## config.mk

```make
export PLATFORM = sky130hd
export DESIGN_NAME = nes_controller_emulator
export DESIGN_NICKNAME = d
export VERILOG_FILES = /design/src/rtl/nes_pkg.sv /design/src/rtl/nes_sync_edge.sv /design/src/rtl/nes_controller_emulator.sv
export SDC_FILE = /design/constraint.sdc
export NUM_CORES = 1
export LEC_CHECK = 0
export BUFFER_PORTS_ARGS = -buffer_cell sky130_fd_sc_hd__buf_2
export CELL_PAD_IN_SITES_DETAIL_PLACEMENT = 2
export CELL_PAD_IN_SITES_GLOBAL_PLACEMENT = 2
export CORE_MARGIN = 3
export CORE_UTILIZATION = 34
export DETAILED_ROUTE_END_ITERATION = 8
export PLACE_DENSITY = 0.85
export SLEW_MARGIN = 10
export SYNTH_ARGS = -nofsm -noshare
export SYNTH_HDL_FRONTEND = slang
export SYNTH_SLANG_ARGS = --single-unit
```

## constraint.sdc

```tcl
create_clock -name clock -period 2.3 [get_ports clock]
set_input_delay 0.46 -clock clock [delete_from_list [all_inputs] [get_ports clock]]
set_output_delay 0.46 -clock clock [all_outputs]
set_load 0.05 [all_outputs]
```

## src/rtl/nes_pkg.sv

```systemverilog
// rtl/nes_pkg.sv - shared NES pad protocol constants and FSM encoding
`timescale 1ns/1ps
package nes_pkg;

  localparam int NES_BITS        = 8;
  localparam int DEFAULT_TIMEOUT = 50000;

  localparam int BTN_A      = 0;
  localparam int BTN_B      = 1;
  localparam int BTN_SELECT = 2;
  localparam int BTN_START  = 3;
  localparam int BTN_UP     = 4;
  localparam int BTN_DOWN   = 5;
  localparam int BTN_LEFT   = 6;
  localparam int BTN_RIGHT  = 7;

  typedef enum logic [1:0] {
    ST_IDLE     = 2'd0,
    ST_LOADING  = 2'd1,
    ST_SHIFTING = 2'd2
  } nes_state_e;

endpackage

```

## src/rtl/nes_sync_edge.sv

```systemverilog
// rtl/nes_sync_edge.sv - 2-flop synchronizer with registered rise/fall detect
`timescale 1ns/1ps
module nes_sync_edge (
  input  logic clk_i,
  input  logic rst_ni,
  input  logic d_i,
  output logic level_o,
  output logic rise_o,
  output logic fall_o
);

  logic meta_q, sync_q, prev_q;

  always_ff @(posedge clk_i or negedge rst_ni) begin
    if (!rst_ni) begin
      meta_q <= 1'b0;
      sync_q <= 1'b0;
      prev_q <= 1'b0;
    end else begin
      meta_q <= d_i;
      sync_q <= meta_q;
      prev_q <= sync_q;
    end
  end

  assign level_o = sync_q;
  assign rise_o  = sync_q & ~prev_q;
  assign fall_o  = ~sync_q & prev_q;

endmodule

```

## src/rtl/nes_controller_emulator.sv

```systemverilog
// rtl/nes_controller_emulator.sv - pad-side NES serial responder driven by a parallel button vector
`timescale 1ns/1ps
module nes_controller_emulator
  import nes_pkg::*;
#(
  parameter bit ACTIVE_LOW   = 1'b1,
  parameter bit FILL_PRESSED = 1'b1,
  parameter int TIMEOUT      = DEFAULT_TIMEOUT
) (
  input  logic                clock,
  input  logic                reset,
  input  logic                latch,
  input  logic                pulse,
  input  logic [NES_BITS-1:0] buttons,
  output logic                to_reader,
  output logic [3:0]          bit_index,
  output logic                busy
);

  localparam int TW = $clog2(TIMEOUT + 1);

  logic latch_s, latch_rise, latch_fall;
  logic pulse_s, pulse_rise, pulse_fall;
  logic sync_unused;

  nes_state_e          state_q, state_d;
  logic [NES_BITS-1:0] sr_q, sr_d;
  logic [3:0]          idx_q, idx_d;
  logic [TW-1:0]       cnt_q, cnt_d;
  logic                to_reader_q;

  nes_sync_edge u_latch_sync (
    .clk_i   (clock),
    .rst_ni  (reset),
    .d_i     (latch),
    .level_o (latch_s),
    .rise_o  (latch_rise),
    .fall_o  (latch_fall)
  );

  nes_sync_edge u_pulse_sync (
    .clk_i   (clock),
    .rst_ni  (reset),
    .d_i     (pulse),
    .level_o (pulse_s),
    .rise_o  (pulse_rise),
    .fall_o  (pulse_fall)
  );

  assign sync_unused = latch_rise ^ latch_fall ^ pulse_s;

  always_comb begin
    state_d = state_q;
    sr_d    = sr_q;
    idx_d   = idx_q;
    cnt_d   = '0;
    case (state_q)
      ST_IDLE: begin
        if (latch_s) begin
          state_d = ST_LOADING;
          sr_d    = buttons;
          idx_d   = 4'd0;
        end
      end
      ST_LOADING: begin
        idx_d = 4'd0;
        // Keep following the live buttons until latch drops, then freeze the frame.
        if (latch_s) begin
          sr_d = buttons;
        end else begin
          state_d = ST_SHIFTING;
        end
      end
      ST_SHIFTING: begin
        if (latch_s) begin
          state_d = ST_LOADING;
          sr_d    = buttons;
          idx_d   = 4'd0;
        end else if (pulse_rise) begin
          sr_d  = {FILL_PRESSED, sr_q[NES_BITS-1:1]};
          idx_d = (idx_q == 4'(NES_BITS)) ? idx_q : idx_q + 4'd1;
        end else if (pulse_fall) begin
          cnt_d = '0;
        end else if (cnt_q == TW'(TIMEOUT - 1)) begin
          state_d = ST_IDLE;
          sr_d    = '0;
        end else begin
          cnt_d = cnt_q + 1'b1;
        end
      end
      default: begin
        state_d = ST_IDLE;
        sr_d    = '0;
      end
    endcase
  end

  always_ff @(posedge clock or negedge reset) begin
    if (!reset) begin
      state_q     <= ST_IDLE;
      sr_q        <= '0;
      idx_q       <= 4'd0;
      cnt_q       <= '0;
      to_reader_q <= ACTIVE_LOW;
    end else begin
      state_q     <= state_d;
      sr_q        <= sr_d;
      idx_q       <= idx_d;
      cnt_q       <= cnt_d;
      to_reader_q <= sr_q[0] ^ ACTIVE_LOW;
    end
  end

  assign to_reader = to_reader_q;
  assign bit_index = idx_q;
  assign busy      = (state_q != ST_IDLE);

endmodule

```

==> impl_metrics.yaml, run 1 <==
logic_synthesis:
  synth.most_common_cell: "dfrtp_1"
  ys_warn_count: 0
  synth.largest_area_cell: "dfrtp_1"
  async_reset_ff_share_pct: 100
  synth_top_area_share_pct: 51.0
  synth.top_cells.by_count: "dfrtp_1 (35), nor2_1 (21), xnor2_1 (13), inv_1 (9)"
  ys_ff_latch: 36
  syn-num-nets: 172
  ys_seq_area_share_pct: 52.6
  synth_edf_count: 0
  synth_area_sq_um: 1720
  ys.flop_type: "dfrtp_1"
  synth_area_leaders: "dfrtp_1 (51%), xnor2_1 (6.6%), mux2_4 (5.2%), nor2_1 (4.6%), a22o_1 (3.1%)"
  synthCells: 157
  synth.avg_cell_area_sq_um: 10.9
  synthDistinctLibCells: 36
cts:
  cts_root_buf: "clkbuf_8"
  insertion_delay_ns: 0.29
  clock_sinks: 36
  cts_tree: "built"
  clkTransAtPathRegs_ns: 0.07
  numCtsBuffers: 5
  clockBufferDepth: 2
  htree_num_levels: 2
  ctsHoldBuffers: 0
worst_setup_path:
  path_class: "flop to flop"
  crit_required_ns: 2.47
  arrival_ns: 2.44
  crit_path_end_kind: "flop"
  path_max_fanout: 7
  start_kind: "flop"
  r2r_slack_ns: 0.03
power:
  ir_drop_uv: 286
  leakage_nw: 0.890
  power_density_nw_per_um2: 681
floorplanning:
  coreArea_sq_um: 4790
  die_area_sq_um: 5940
  start_util_pct: 35.9
  ios: 18
  dieHeight_um: 77.1
  die_x_um: 77.1
  row_count: 25
timing:
  setup_slack_ns: 0.0341
  finalHoldViolations: 0
  worst_pin_slew_ns: 0.807
  maxSlewHeadroom_pct: 46.2
  rsz0062_at_grt: "false"
  fin_crit_sh_pct: 98.5
  fin_crit_ns: 2.27
  setup_violations: 0
  fin_setup_tns_ns: 0
  finClkSkew_ns: 0.00659
  drv_slew: 0
  fmax_mhz: 441
status:
  status: "completed"
detailed_routing:
  drtAntennaViolNets: 0
  detail_route.wl_per_cell_um: 18.0
  vias_per_cell: 5.07
  vias: 1309
  drt_wl_total_um: 4640
  first_pass_iters: 4
  drt_iter0_drc: 25
  drc: 0
finish:
  synthToLayoutAreaGrowth_pct: 22.2
  nNetsFinal: 205
  drive_gt1_share_pct: 25.7
  n_antenna_cell: 0
global_routing:
  grt_pass1_vias: 1496
  antenna_found_initial: 0
  grt-ovfl-total: 0
  grt_first_pass_wirelength_um: 7770
  grt_use_total_pct: 17.1
  grt_max_degree: 37
placed_design:
  pre_cts_ws_ns: -0.103
  place_congestion: 0.793
  io_buffers: 17
  dp.final_hpwl_um: 3270
job:
  cap_viol_max_count: 0
hold_path:
  hp-class: "input pin to async pin"
[critical path, stage by stage (launching register included)]
cell and delay [ns]:
dfrtp_1 0.41, or3b_2 0.48, or4_4 0.57, a31oi_4 0.22, buf_12 0.15, mux2_4 0.31
[timing repair]
action                                  4_1_cts  5_1_grt
buffers inserted                              2        1
pin swaps                                     2        0
resized for setup                             1        0
endpoints found under the setup margin        8        4
endpoints found under the hold margin         0        0
[kinds of logic after synthesis]
group	count (synthesis)	synth area share, %
muxes	7	5.83
buffers and inverters	11	2.55
adders and majority gates	3	2.19
DFF	36	52.6
xor gates and xnor gates	15	7.65
AOI/OAI and AO/OA	21	9.77
and+or+nand+nor	64	19.5
[flip-flops by register name, indices dropped and copies added (netlist names)]
| signal | flops |
|---|---|
| u_pulse_sync.prev_q | 1 |
| u_latch_sync.level_o | 1 |
| to_reader | 1 |
| cnt_q | 16 |
| bit_index | 4 |
| u_latch_sync.meta_q | 1 |
| state_q | 2 |
| sr_q | 8 |
| u_pulse_sync.level_o | 1 |
| u_pulse_sync.meta_q | 1 |
[worst paths after layout]
path                                                    start                             end  cells past startpoint
min in group clock                                      latch   u_latch_sync.meta_q$_DFF_PN0_                      1
worst min register to register  u_latch_sync.meta_q$_DFF_PN0_  u_latch_sync.level_o$_DFF_PN0_                      0
worst max-delay path                      cnt_q[10]$_DFF_PN0_             sr_q[4]$_DFFE_PN0P_                      5
worst max register to register            cnt_q[10]$_DFF_PN0_             sr_q[4]$_DFFE_PN0P_                      5
max in group asynchronous                               reset  u_latch_sync.level_o$_DFF_PN0_                      1
worst min-delay path                                    reset        bit_index[3]$_DFFE_PN0P_                      1
[layout by cell type, fill, tap and decap left out, types with 5 or more instances in the layout]
master and n:
clkbuf_8 5, nand3_1 7, dfrtp_1 35, buf_2 17, mux2_4 6, buf_4 9
nor2_1 21, inv_1 9, nor3_1 6, xnor2_1 13, nand2_1 7, a22o_1 6
[layer usage]
metal / GRT usage (%) / vias to the layer above / wire length [um]
met5: 0 / - / 0
met4: 4.80 / 0 / 61
li1: - / 614 / -
met2: 32.2 / 19 / 2570
met3: 5.16 / 5 / 160
met1: 18.2 / 671 / 1850
[final cells by class]
type | count | area, sq um
Clock buffer | 5 | 68.8
Tap cell | 67 | 83.8
Fill cell | 521 | 2690
Clock inverter | 3 | 42.5
Sequential cell | 36 | 902
Multi-Input combinational cell | 110 | 774
Timing Repair Buffer | 28 | 193
Inverter | 9 | 33.8
[metrics by stage]
stage	cells	hold WS [ns]	utilization, %	power [mW]	area [sq um]
floorplan	157	0.164	-	0.807	1720
global placement	247	0.340	40.7	0.851	1950
detailed placement	247	0.348	40.7	0.870	1950
CTS	257	0.256	43.7	1.45	2090
global route	258	0.251	43.8	1.49	2100
finish	258	0.253	43.8	1.43	2100
[where the power goes]
group / internal (mW) / switching (mW) / leakage [nW] / total [mW]
registers: 0.670 / 0.0313 / 0.468 / 0.701
logic: 0.0757 / 0.0919 / 0.368 / 0.168
clock network: 0.321 / 0.239 / 0.0541 / 0.560
(Power assumes the default switching activity.)
==> run 2: changes to the inputs <==
- CORE_UTILIZATION: 34 -> 35
- CTS_BUF_LIST: unset -> sky130_fd_sc_hd__clkbuf_4
- PLACE_DENSITY: 0.85 -> 0.87
- TNS_END_PERCENT: unset -> 50
==> run 2 against run 1 <==
Combinational power about the same. Largest power group unchanged. Routed wire length down 1.4%. Non-clock buffer count shrank 1.
==> impl_metrics.yaml, run 2 (synthesis results as in run 1) <==
status:
  status: "completed"
cts:
  clock_sinks: 36
  htree_num_levels: 2
  clockBufferDepth: 2
  cts_root_buf: "clkbuf_4"
  insertion_delay_ns: 0.34
  cts_tree: "built"
  numCtsBuffers: 5
  ctsHoldBuffers: 0
  clkTransAtPathRegs_ns: 0.12
timing:
  finClkSkew_ns: 0.0201
  whs_ns: 0.191
  maxSlewHeadroom_pct: 46.6
  finalHoldViolations: 0
  fin_crit_sh_pct: 96.8
  rsz0062_at_grt: "false"
  fin_crit_ns: 2.23
  worst_pin_slew_ns: 0.801
  fmax_mhz: 449
  setup_violations: 0
  fin_setup_tns_ns: 0
  drv_slew: 0
  setup_slack_ns: 0.0727
floorplanning:
  ios: 18
  die_x_um: 76.0
  dieHeight_um: 76.0
  row_count: 24
  start_util_pct: 37.9
  die_area_sq_um: 5780
  coreArea_sq_um: 4530
finish:
  final_common_cell: "dfrtp_1"
  fillerInstances: 481
  largest_register: "cnt_q"
  final_area_sq_um: 2030
  fin_util_pct: 44.8
  synthToLayoutAreaGrowth_pct: 18.2
  drive_gt1_share_pct: 24.2
  layoutNonFillerInstCount: 255
  largest_reg_flops: 16
  n_antenna_cell: 0
  nNetsFinal: 204
  final_cell_mix: "dfrtp_1 (35), nor2_1 (21), buf_2 (17)"
power:
  power.total_mw: 1.20
  power_density_nw_per_um2: 590
  leakage_nw: 0.862
  ir_drop_uv: 255
detailed_routing:
  detail_route.wl_per_cell_um: 17.9
  vias: 1298
  drt_iter0_drc: 56
  vias_per_cell: 5.09
  drtAntennaViolNets: 0
  first_pass_iters: 4
  drt_wl_total_um: 4580
  drc: 0
worst_setup_path:
  critPathMaxStageDelay_ns: 0.55
  timing.critical_path.buf_inv: 1
  r2r_slack_ns: 0.07
  worst_r2r_startpoint: "cnt_q[11]$_DFF_PN0_"
  start_kind: "flop"
  arrival_ns: 2.45
  crit_required_ns: 2.53
  path_max_fanout: 8
  worst_r2r_path_depth: 5
  rr_endpoint: "sr_q[4]$_DFFE_PN0P_"
  crit_path_end_kind: "flop"
  cpMaxStageDelayCell: "or4_4"
  crit_chain: "or4b_1 -> or4_4 -> a31oi_4 -> buf_12 -> mux2_4"
  path_class: "flop to flop"
  cp.depth: 5
  crit_start: "cnt_q[11]$_DFF_PN0_"
  crit_family: "simple AND/OR/NAND/NOR gates"
  crit_end: "sr_q[4]$_DFFE_PN0P_"
placed_design:
  dp.final_hpwl_um: 3360
  postPlaceCellArea_sq_um: 1950
  pre_cts_ws_ns: -0.0177
  place_inst: 245
  place_congestion: 0.779
  io_buffers: 17
global_routing:
  grt_pass1_vias: 1451
  use_met1_pct: 22.7
  grt-ovfl-total: 0
  antenna_found_initial: 0
  grt_max_degree: 37
  met3_usage_pct: 3.07
  busiest_layer: "met2"
  grt_use_total_pct: 17.5
  grt_first_pass_wirelength_um: 7970
  use_met2_pct: 30.2
hold_path:
  hp-class: "input pin to async pin"
job:
  cap_viol_max_count: 0
-- run 2: worst reg2reg max path, delay by kind of cell, from the launching register on --
family / cells / cell delay, ns
AOI/OAI and AO/OA: 1 / 0.17
DFF: 1 / 0.41
buffers and inverters: 1 / 0.15
and+or+nand+nor: 2 / 1.09
muxes: 1 / 0.31
-- run 2: layout make-up --
class / count / area, sq um / area share, %
clock buffer: 6 / 45.0 / 2.22
clock inverter: 2 / 7.51 / 0.370
inverter: 9 / 33.8 / 1.66
multi-input combinational: 110 / 774 / 38.2
sequential: 36 / 902 / 44.5
tap: 65 / 81.3 / 4.01
timing repair buffer: 27 / 185 / 9.12
-- run 2: per-layer routing --
metal,up-vias,part of all wire (%)
met4,0,0.72
met2,18,53
met3,5,2.7
met1,660,44
met5,-,0
li1,615,-
-- run 2: worst min-delay path by stage --
stage / from / to / slack (ns) / cells after the start
after floorplan: reset / bit_index[0]$_DFFE_PN0P_ / 0.16 / 0
after global placement: u_pulse_sync.meta_q$_DFF_PN0_ / u_pulse_sync.level_o$_DFF_PN0_ / 0.34 / 0
after detailed placement: u_pulse_sync.meta_q$_DFF_PN0_ / u_pulse_sync.level_o$_DFF_PN0_ / 0.34 / 0
after CTS: reset / bit_index[0]$_DFFE_PN0P_ / 0.21 / 1
after global routing: pulse / u_pulse_sync.meta_q$_DFF_PN0_ / 0.21 / 1
final: reset / u_pulse_sync.level_o$_DFF_PN0_ / 0.19 / 1
-- run 2: report_power, final --
part	internal, mW	leakage, nW	switching (mW)	total (mW)
sequential	0.670	0.468	0.0295	0.699
clock	0.125	0.0307	0.209	0.334
combinational	0.0738	0.363	0.0912	0.165
-- run 2: timing repair --
action / 4_1_cts / 5_1_grt
hold endpoints to repair: 0 / 0
endpoints found under the setup margin: 6 / 6
resized for setup: 1 / 0
setup buffers: 1 / 1
pin swaps: 1 / 1
